## config.mk

```make
export PLATFORM = sky130hd
export DESIGN_NAME = vga_line_scanout
export DESIGN_NICKNAME = d
export VERILOG_FILES = /design/src/rtl/vga_line_scanout.sv
export SDC_FILE = /design/constraint.sdc
export NUM_CORES = 1
export LEC_CHECK = 0
export ABC_CLOCK_PERIOD_IN_PS = 4550
export BUFFER_PORTS_ARGS = -buffer_cell sky130_fd_sc_hd__buf_2
export CORE_MARGIN = 5
export CORE_UTILIZATION = 45
export DETAILED_ROUTE_END_ITERATION = 12
export PLACE_DENSITY = 0.74
export SKIP_CTS_REPAIR_TIMING = 1
export SKIP_LAST_GASP = 1
export SYNTH_ARGS = -nofsm -noshare
export SYNTH_HDL_FRONTEND = slang
export SYNTH_SLANG_ARGS = --single-unit
```

## constraint.sdc

```tcl
create_clock -name M_AXI_ACLK -period 4.55 [get_ports M_AXI_ACLK]
set_clock_uncertainty 0.05 [all_clocks]
set_input_delay 0.91 -clock M_AXI_ACLK [delete_from_list [all_inputs] [get_ports M_AXI_ACLK]]
set_output_delay 0.91 -clock M_AXI_ACLK [all_outputs]
set_load 0.005 [all_outputs]
```

## src/rtl/vga_line_scanout.sv

```systemverilog
`timescale 1ns/1ps
// VGA raster generator that scans pixels out of two ping-pong line BRAMs,
// requesting a refill of each buffer as soon as its line has been read.
module vga_line_scanout #(
  parameter int PIXEL_WIDTH     = 16,
  parameter int BRAM_ADDR_WIDTH = 32,
  parameter int PIX_DIV         = 4,
  parameter int H_ACTIVE        = 640,
  parameter int H_FP            = 16,
  parameter int H_SYNC          = 96,
  parameter int H_BP            = 48,
  parameter int V_ACTIVE        = 480,
  parameter int V_FP            = 10,
  parameter int V_SYNC          = 2,
  parameter int V_BP            = 33,
  parameter bit SYNC_POL        = 1'b0
) (
  input  logic                       M_AXI_ACLK,
  input  logic                       M_AXI_ARESETN,
  output logic                       VGA_READY,
  input  logic                       AXI_VGA_READY,
  output logic [BRAM_ADDR_WIDTH-1:0] RD_ADDR,
  output logic                       RD_EN_1,
  output logic                       RD_EN_2,
  input  logic [PIXEL_WIDTH-1:0]     RD_DATA_1,
  input  logic [PIXEL_WIDTH-1:0]     RD_DATA_2,
  output logic [PIXEL_WIDTH-1:0]     PIXEL_OUT,
  output logic                       DE,
  output logic                       HSYNC,
  output logic                       VSYNC,
  output logic                       UNDERRUN
);

  localparam int H_TOTAL = H_ACTIVE + H_FP + H_SYNC + H_BP;
  localparam int V_TOTAL = V_ACTIVE + V_FP + V_SYNC + V_BP;
  localparam int HW = $clog2(H_TOTAL);
  localparam int VW = $clog2(V_TOTAL);
  localparam int DW = $clog2(PIX_DIV);
  localparam int HX = HW + 1;
  localparam int VX = VW + 1;

  localparam logic [DW-1:0] DIV_LAST = DW'(PIX_DIV - 32'd1);
  localparam logic [DW-1:0] D_ONE    = DW'(1'b1);
  localparam logic [HW-1:0] H_ONE    = HW'(1'b1);
  localparam logic [VW-1:0] V_ONE    = VW'(1'b1);
  localparam logic [HW-1:0] H_LAST   = HW'(H_TOTAL - 32'd1);
  localparam logic [HW-1:0] H_SWAP   = HW'(H_ACTIVE - 32'd1);
  localparam logic [VW-1:0] V_LAST   = VW'(V_TOTAL - 32'd1);
  // One extra bit so a sync window ending exactly at the total never wraps.
  localparam logic [HX-1:0] H_ACT_END  = HX'(H_ACTIVE);
  localparam logic [HX-1:0] H_SYNC_BEG = HX'(H_ACTIVE + H_FP);
  localparam logic [HX-1:0] H_SYNC_END = HX'(H_ACTIVE + H_FP + H_SYNC);
  localparam logic [VX-1:0] V_ACT_END  = VX'(V_ACTIVE);
  localparam logic [VX-1:0] V_SYNC_BEG = VX'(V_ACTIVE + V_FP);
  localparam logic [VX-1:0] V_SYNC_END = VX'(V_ACTIVE + V_FP + V_SYNC);

  typedef enum logic [2:0] {
    PRIME_REQ1  = 3'd0,
    PRIME_WAIT1 = 3'd1,
    PRIME_REQ2  = 3'd2,
    PRIME_WAIT2 = 3'd3,
    RUN         = 3'd4
  } state_t;

  state_t                     state_q, state_d;
  logic [DW-1:0]              div_q;
  logic [HW-1:0]              hcnt_q;
  logic [VW-1:0]              vcnt_q;
  logic                       rd_sel_q, fill_busy_q, pend_q, underrun_q, vga_ready_q;
  logic                       fill_busy_d, pend_d, underrun_d;
  logic [BRAM_ADDR_WIDTH-1:0] rd_addr_q;
  logic                       rd_en1_q, rd_en2_q;
  logic                       act_p_q, hs_p_q, vs_p_q, sel_p_q;
  logic [PIXEL_WIDTH-1:0]     pixel_q;
  logic                       de_q, hsync_q, vsync_q;

  logic          pix_ce_s, run_s, active_s, hs_win_s, vs_win_s, swap_s;
  logic          ack_s, busy_eff_s, prime_issue_s, issue_s;
  logic [HX-1:0] hx_s;
  logic [VX-1:0] vx_s;

  assign pix_ce_s   = (div_q == DIV_LAST);
  assign run_s      = (state_q == RUN);
  assign hx_s       = {1'b0, hcnt_q};
  assign vx_s       = {1'b0, vcnt_q};
  assign active_s   = (hx_s < H_ACT_END) && (vx_s < V_ACT_END);
  assign hs_win_s   = (hx_s >= H_SYNC_BEG) && (hx_s < H_SYNC_END);
  assign vs_win_s   = (vx_s >= V_SYNC_BEG) && (vx_s < V_SYNC_END);
  assign swap_s     = run_s && pix_ce_s && (hcnt_q == H_SWAP) && (vx_s < V_ACT_END);
  // Acks are only meaningful while something is outstanding; stale ones are dropped.
  assign ack_s      = AXI_VGA_READY &&
                      ((state_q == PRIME_WAIT1) || (state_q == PRIME_WAIT2) || fill_busy_q);
  assign busy_eff_s = fill_busy_q && !ack_s;

  // Pixel clock-enable divider.
  always_ff @(posedge M_AXI_ACLK or negedge M_AXI_ARESETN) begin
    if (!M_AXI_ARESETN) begin
      div_q <= {DW{1'b0}};
    end else if (pix_ce_s) begin
      div_q <= {DW{1'b0}};
    end else begin
      div_q <= div_q + D_ONE;
    end
  end

  // State register.
  always_ff @(posedge M_AXI_ACLK or negedge M_AXI_ARESETN) begin
    if (!M_AXI_ARESETN) begin
      state_q <= PRIME_REQ1;
    end else begin
      state_q <= state_d;
    end
  end

  // Priming sequence: fill both buffers once before the raster starts.
  always_comb begin
    state_d       = state_q;
    prime_issue_s = 1'b0;
    case (state_q)
      PRIME_REQ1: begin
        prime_issue_s = 1'b1;
        state_d       = PRIME_WAIT1;
      end
      PRIME_WAIT1: begin
        if (ack_s) state_d = PRIME_REQ2;
        else       state_d = PRIME_WAIT1;
      end
      PRIME_REQ2: begin
        prime_issue_s = 1'b1;
        state_d       = PRIME_WAIT2;
      end
      PRIME_WAIT2: begin
        if (ack_s) state_d = RUN;
        else       state_d = PRIME_WAIT2;
      end
      RUN:     state_d = RUN;
      default: state_d = PRIME_REQ1;
    endcase
  end

  // Fill request bookkeeping: completion is taken before a coincident swap.
  always_comb begin
    issue_s     = prime_issue_s || (run_s && (swap_s || pend_q) && !busy_eff_s);
    fill_busy_d = fill_busy_q;
    pend_d      = pend_q;
    underrun_d  = underrun_q;
    if (issue_s) begin
      fill_busy_d = 1'b1;
      pend_d      = 1'b0;
    end else if (ack_s) begin
      fill_busy_d = 1'b0;
    end else begin
      fill_busy_d = fill_busy_q;
    end
    if (swap_s && busy_eff_s) begin
      pend_d     = 1'b1;
      underrun_d = 1'b1;
    end else begin
      underrun_d = underrun_q;
    end
  end

  // Fill handshake registers.
  always_ff @(posedge M_AXI_ACLK or negedge M_AXI_ARESETN) begin
    if (!M_AXI_ARESETN) begin
      fill_busy_q <= 1'b0;
      pend_q      <= 1'b0;
      underrun_q  <= 1'b0;
      vga_ready_q <= 1'b0;
    end else begin
      fill_busy_q <= fill_busy_d;
      pend_q      <= pend_d;
      underrun_q  <= underrun_d;
      vga_ready_q <= issue_s;
    end
  end

  // Raster counters, frozen at the origin until both buffers are primed.
  always_ff @(posedge M_AXI_ACLK or negedge M_AXI_ARESETN) begin
    if (!M_AXI_ARESETN) begin
      hcnt_q <= {HW{1'b0}};
      vcnt_q <= {VW{1'b0}};
    end else if (!run_s) begin
      hcnt_q <= {HW{1'b0}};
      vcnt_q <= {VW{1'b0}};
    end else if (pix_ce_s) begin
      if (hcnt_q == H_LAST) begin
        hcnt_q <= {HW{1'b0}};
        vcnt_q <= (vcnt_q == V_LAST) ? {VW{1'b0}} : vcnt_q + V_ONE;
      end else begin
        hcnt_q <= hcnt_q + H_ONE;
      end
    end
  end

  // Two-stage read pipeline: stage 0 issues the BRAM read, stage 1 drives the DAC.
  always_ff @(posedge M_AXI_ACLK or negedge M_AXI_ARESETN) begin
    if (!M_AXI_ARESETN) begin
      rd_addr_q <= {BRAM_ADDR_WIDTH{1'b0}};
      rd_en1_q  <= 1'b0;
      rd_en2_q  <= 1'b0;
      rd_sel_q  <= 1'b0;
      act_p_q   <= 1'b0;
      hs_p_q    <= 1'b0;
      vs_p_q    <= 1'b0;
      sel_p_q   <= 1'b0;
      pixel_q   <= {PIXEL_WIDTH{1'b0}};
      de_q      <= 1'b0;
      hsync_q   <= ~SYNC_POL;
      vsync_q   <= ~SYNC_POL;
    end else begin
      rd_en1_q <= 1'b0;
      rd_en2_q <= 1'b0;
      if (pix_ce_s) begin
        act_p_q <= run_s && active_s;
        hs_p_q  <= run_s && hs_win_s;
        vs_p_q  <= run_s && vs_win_s;
        sel_p_q <= rd_sel_q;
        if (run_s && active_s) begin
          rd_addr_q <= BRAM_ADDR_WIDTH'(hcnt_q);
          rd_en1_q  <= ~rd_sel_q;
          rd_en2_q  <= rd_sel_q;
        end
        de_q    <= act_p_q;
        pixel_q <= act_p_q ? (sel_p_q ? RD_DATA_2 : RD_DATA_1) : {PIXEL_WIDTH{1'b0}};
        hsync_q <= hs_p_q ? SYNC_POL : ~SYNC_POL;
        vsync_q <= vs_p_q ? SYNC_POL : ~SYNC_POL;
      end
      if (swap_s) rd_sel_q <= ~rd_sel_q;
    end
  end

  assign VGA_READY = vga_ready_q;
  assign RD_ADDR   = rd_addr_q;
  assign RD_EN_1   = rd_en1_q;
  assign RD_EN_2   = rd_en2_q;
  assign PIXEL_OUT = pixel_q;
  assign DE        = de_q;
  assign HSYNC     = hsync_q;
  assign VSYNC     = vsync_q;
  assign UNDERRUN  = underrun_q;

endmodule

```

==> metrics.txt <==
deepest clock path buffer count 2; final cell count without fillers 465; HPWL after detailed placement 4.840 mm; Clock Latency Late Sink about 330 ps; Die Y ~95 um; Nets 403; area share of the largest cell type after synthesis 0.4829; H-Tree Depth 3; vias in the first global route 2317; Hold Path Sink div_q[0]$_DFF_PN0_; worst relative slew slack 0.2612; top area cells in the synthesized netlist dfrtp_1 (48%), mux2i_1 (6.4%), buf_4 (5.3%); wire per inst 14.68 um; Peak VDD IR ~0.15 mV; syn avg cell area 10.92 um2; Finish-stage setup viols 0; Root Driver clkbuf_8; Slew Limit Fails 0; RSZ-0062 raised after global routing false; CP top delay family simple AND/OR/NAND/NOR gates; most frequent cells in the layout buf_2 (67), dfrtp_1 (63), conb_1 (22), mux2i_1 (21), nand2_1 (19); PwrDens 322.6 nW/um2; worst setup path class register to register; total track usage 0.1539; placed cell count 450; setup slack, reg-to-reg 1950 ps; startpoint of the worst hold path div_q[0]$_DFF_PN0_; grt ovf 0; endpoint class of the critical path register; Final Critical Period 2601 ps; commonest non-fill, non-tap cell in the layout buf_2; Leak around 1.8 nW; largest net degree at the start of global routing 41; drt pass-1 iters 4; Post-Route Utilization 0.5210; Req. time, crit path around 4700 ps; Num CTS Buffers 9; Area growth, synth to finish 14.53%; Final Cell Area roughly 3700 um2; Primary FF master, synth dfrtp_1; Placeable Area 7176 um2; Core Rows 31; Via Count between 2k and 2.5k; CP cell instances ha_1 -> inv_1 -> nor4b_4 -> nand2_2 -> mux2_1; met3 Usage GRT 0.04657; Post-synth ARST share 1.000; io pins 90; GR Layer Usage met1 0.1986; initial antenna violation count 0; DRC violations left 0; max-cap violations 0; Hold Path Depth 1; drt initial violations 136; Buffers on Ports 67; CP max FO 22; Buf+Inv Stages, Crit Path 1; vias per std cell 5.206; Worst path slowest cell nor4b_4; FF-to-FF path depth 5; Hold Crit Class register to register; Cell variety after synth 51; outcome complete, no violations; Final Power 1.206 mW; Worst Path Arrival roughly 2800 ps; sequential area share after synthesis 0.4990; Post-synth EDFFs 0; flip-flop and latch count after synthesis 65; # diodes 0; layout cells sized above 1 0.2760; GRT busiest layer met2; Reg clk slew, reported paths 70 ps; die footprint around 9100 um2; ANT nets after route 0; slowest cell delay on critical path 520 ps; worst slew pin tran between 1000 and 1500 ps; Initial Util 0.4549; Die X between 90 and 100 um; Global Route met2 Usage 0.2484; Synth Warn # 0; post-synthesis cell count 299; Synth Cell Area 3264 um2; final hold viol count 0; Critical R2R Capture RD_ADDR[8]$_DFFE_PN0P_; origin of the critical flop-to-flop path div_q[0]$_DFF_PN0_; # clock sinks 65; GP Congestion 0.8378; Yosys top cell by area dfrtp_1; Critical Path Source Type register; period utilisation layout 0.5716; Post-Route Setup TNS 0 ps; placement-stage cell area 3576 um2; TritonCTS clock tree built; first-pass GRT wire length between 10 and 15 mm; FMAX 0.3845 GHz; final wirelength 6.828 mm
[final cells by class]
class	instances	area, um2
clock buffer	12	145.1
clock inverter	3	17.52
fill	647	3437
inverter	11	41.29
multi-input combinational	207	1439
sequential	65	1629
tap	99	123.9
timing repair buffer	68	342.8
[how the worst max path moves through the flow]
stage | depth (start not counted) | startpoint | end | slack [ps]
after floorplan | 6 | state_q[0]$_DFF_PN0_ | RD_ADDR[8]$_DFFE_PN0P_ | 2580
after global placement | 5 | div_q[0]$_DFF_PN0_ | RD_ADDR[8]$_DFFE_PN0P_ | 2000
after detailed placement | 5 | div_q[0]$_DFF_PN0_ | RD_ADDR[8]$_DFFE_PN0P_ | 1920
after CTS | 5 | div_q[0]$_DFF_PN0_ | RD_ADDR[8]$_DFFE_PN0P_ | 1920
after global routing | 5 | div_q[0]$_DFF_PN0_ | RD_ADDR[8]$_DFFE_PN0P_ | 1700
final | 5 | div_q[0]$_DFF_PN0_ | RD_ADDR[8]$_DFFE_PN0P_ | 1950
[power by group]
part | total (mW) | switching [mW] | internal (mW)
Sequential | 0.658 | 0.0404 | 0.617
Combinational | 0.136 | 0.0738 | 0.0620
Clock | 0.413 | 0.205 | 0.208
[per-stage QoR]
stage / worst slack [ps] / hold slack (ps)
6_report: 1949 / 383.8
5_1_grt: 1703 / 396.3
3_3_place_gp: 1997 / 362.6
3_5_place_dp: 1919 / 376.5
2_1_floorplan: 2579 / 351.6
4_1_cts: 1919 / 385.2
[synthesized netlist by cell type, drive strengths merged (8+ instances only)]
cell / n
mux2i: 21
o2bb2ai: 16
nand3: 12
buf: 26
nor2: 14
and3: 8
nand2: 20
o21ai: 12
mux2: 12
clkbuf: 11
inv: 11
dfrtp: 63
[sequential cells by signal, summed over array words and instances, names as in the netlist, 2 cells and up]
| register | count |
|---|---|
| vcnt_q | 10 |
| RD_ADDR | 10 |
| PIXEL_OUT | 16 |
| state_q | 3 |
| hcnt_q | 10 |
| div_q | 2 |
[logic make-up (layout without fill, tap and decap cells)]
family / count (synthesis) / in the layout / synth area share
compound gates: 51 / 51 / 0.1112
other cells: 1 / 22 / 0.001149
buf+inv: 48 / 94 / 0.08432
simple gates: 88 / 88 / 0.1568
xor+xnor: 7 / 7 / 0.01878
fa+ha+maj: 6 / 6 / 0.02300
mux: 33 / 33 / 0.1058
flops: 65 / 65 / 0.4990
[per-layer routing]
layer  routed length (um)  share of wire  vias to the layer above
met5                    0              0                        -
met4                   31         0.0045                        0
met3                  570          0.083                        4
met2                 3272           0.48                       97
met1                 2954           0.43                     1168
li1                     -              -                     1152
[worst register-to-register path, cell delays in order, from the launching register on]
cell     delay (ps)
dfrtp_1         350
ha_1            470
inv_1           470
nor4b_4         530
nand2_2         260
mux2_1          370
Power figures use the tool's default switching activity.
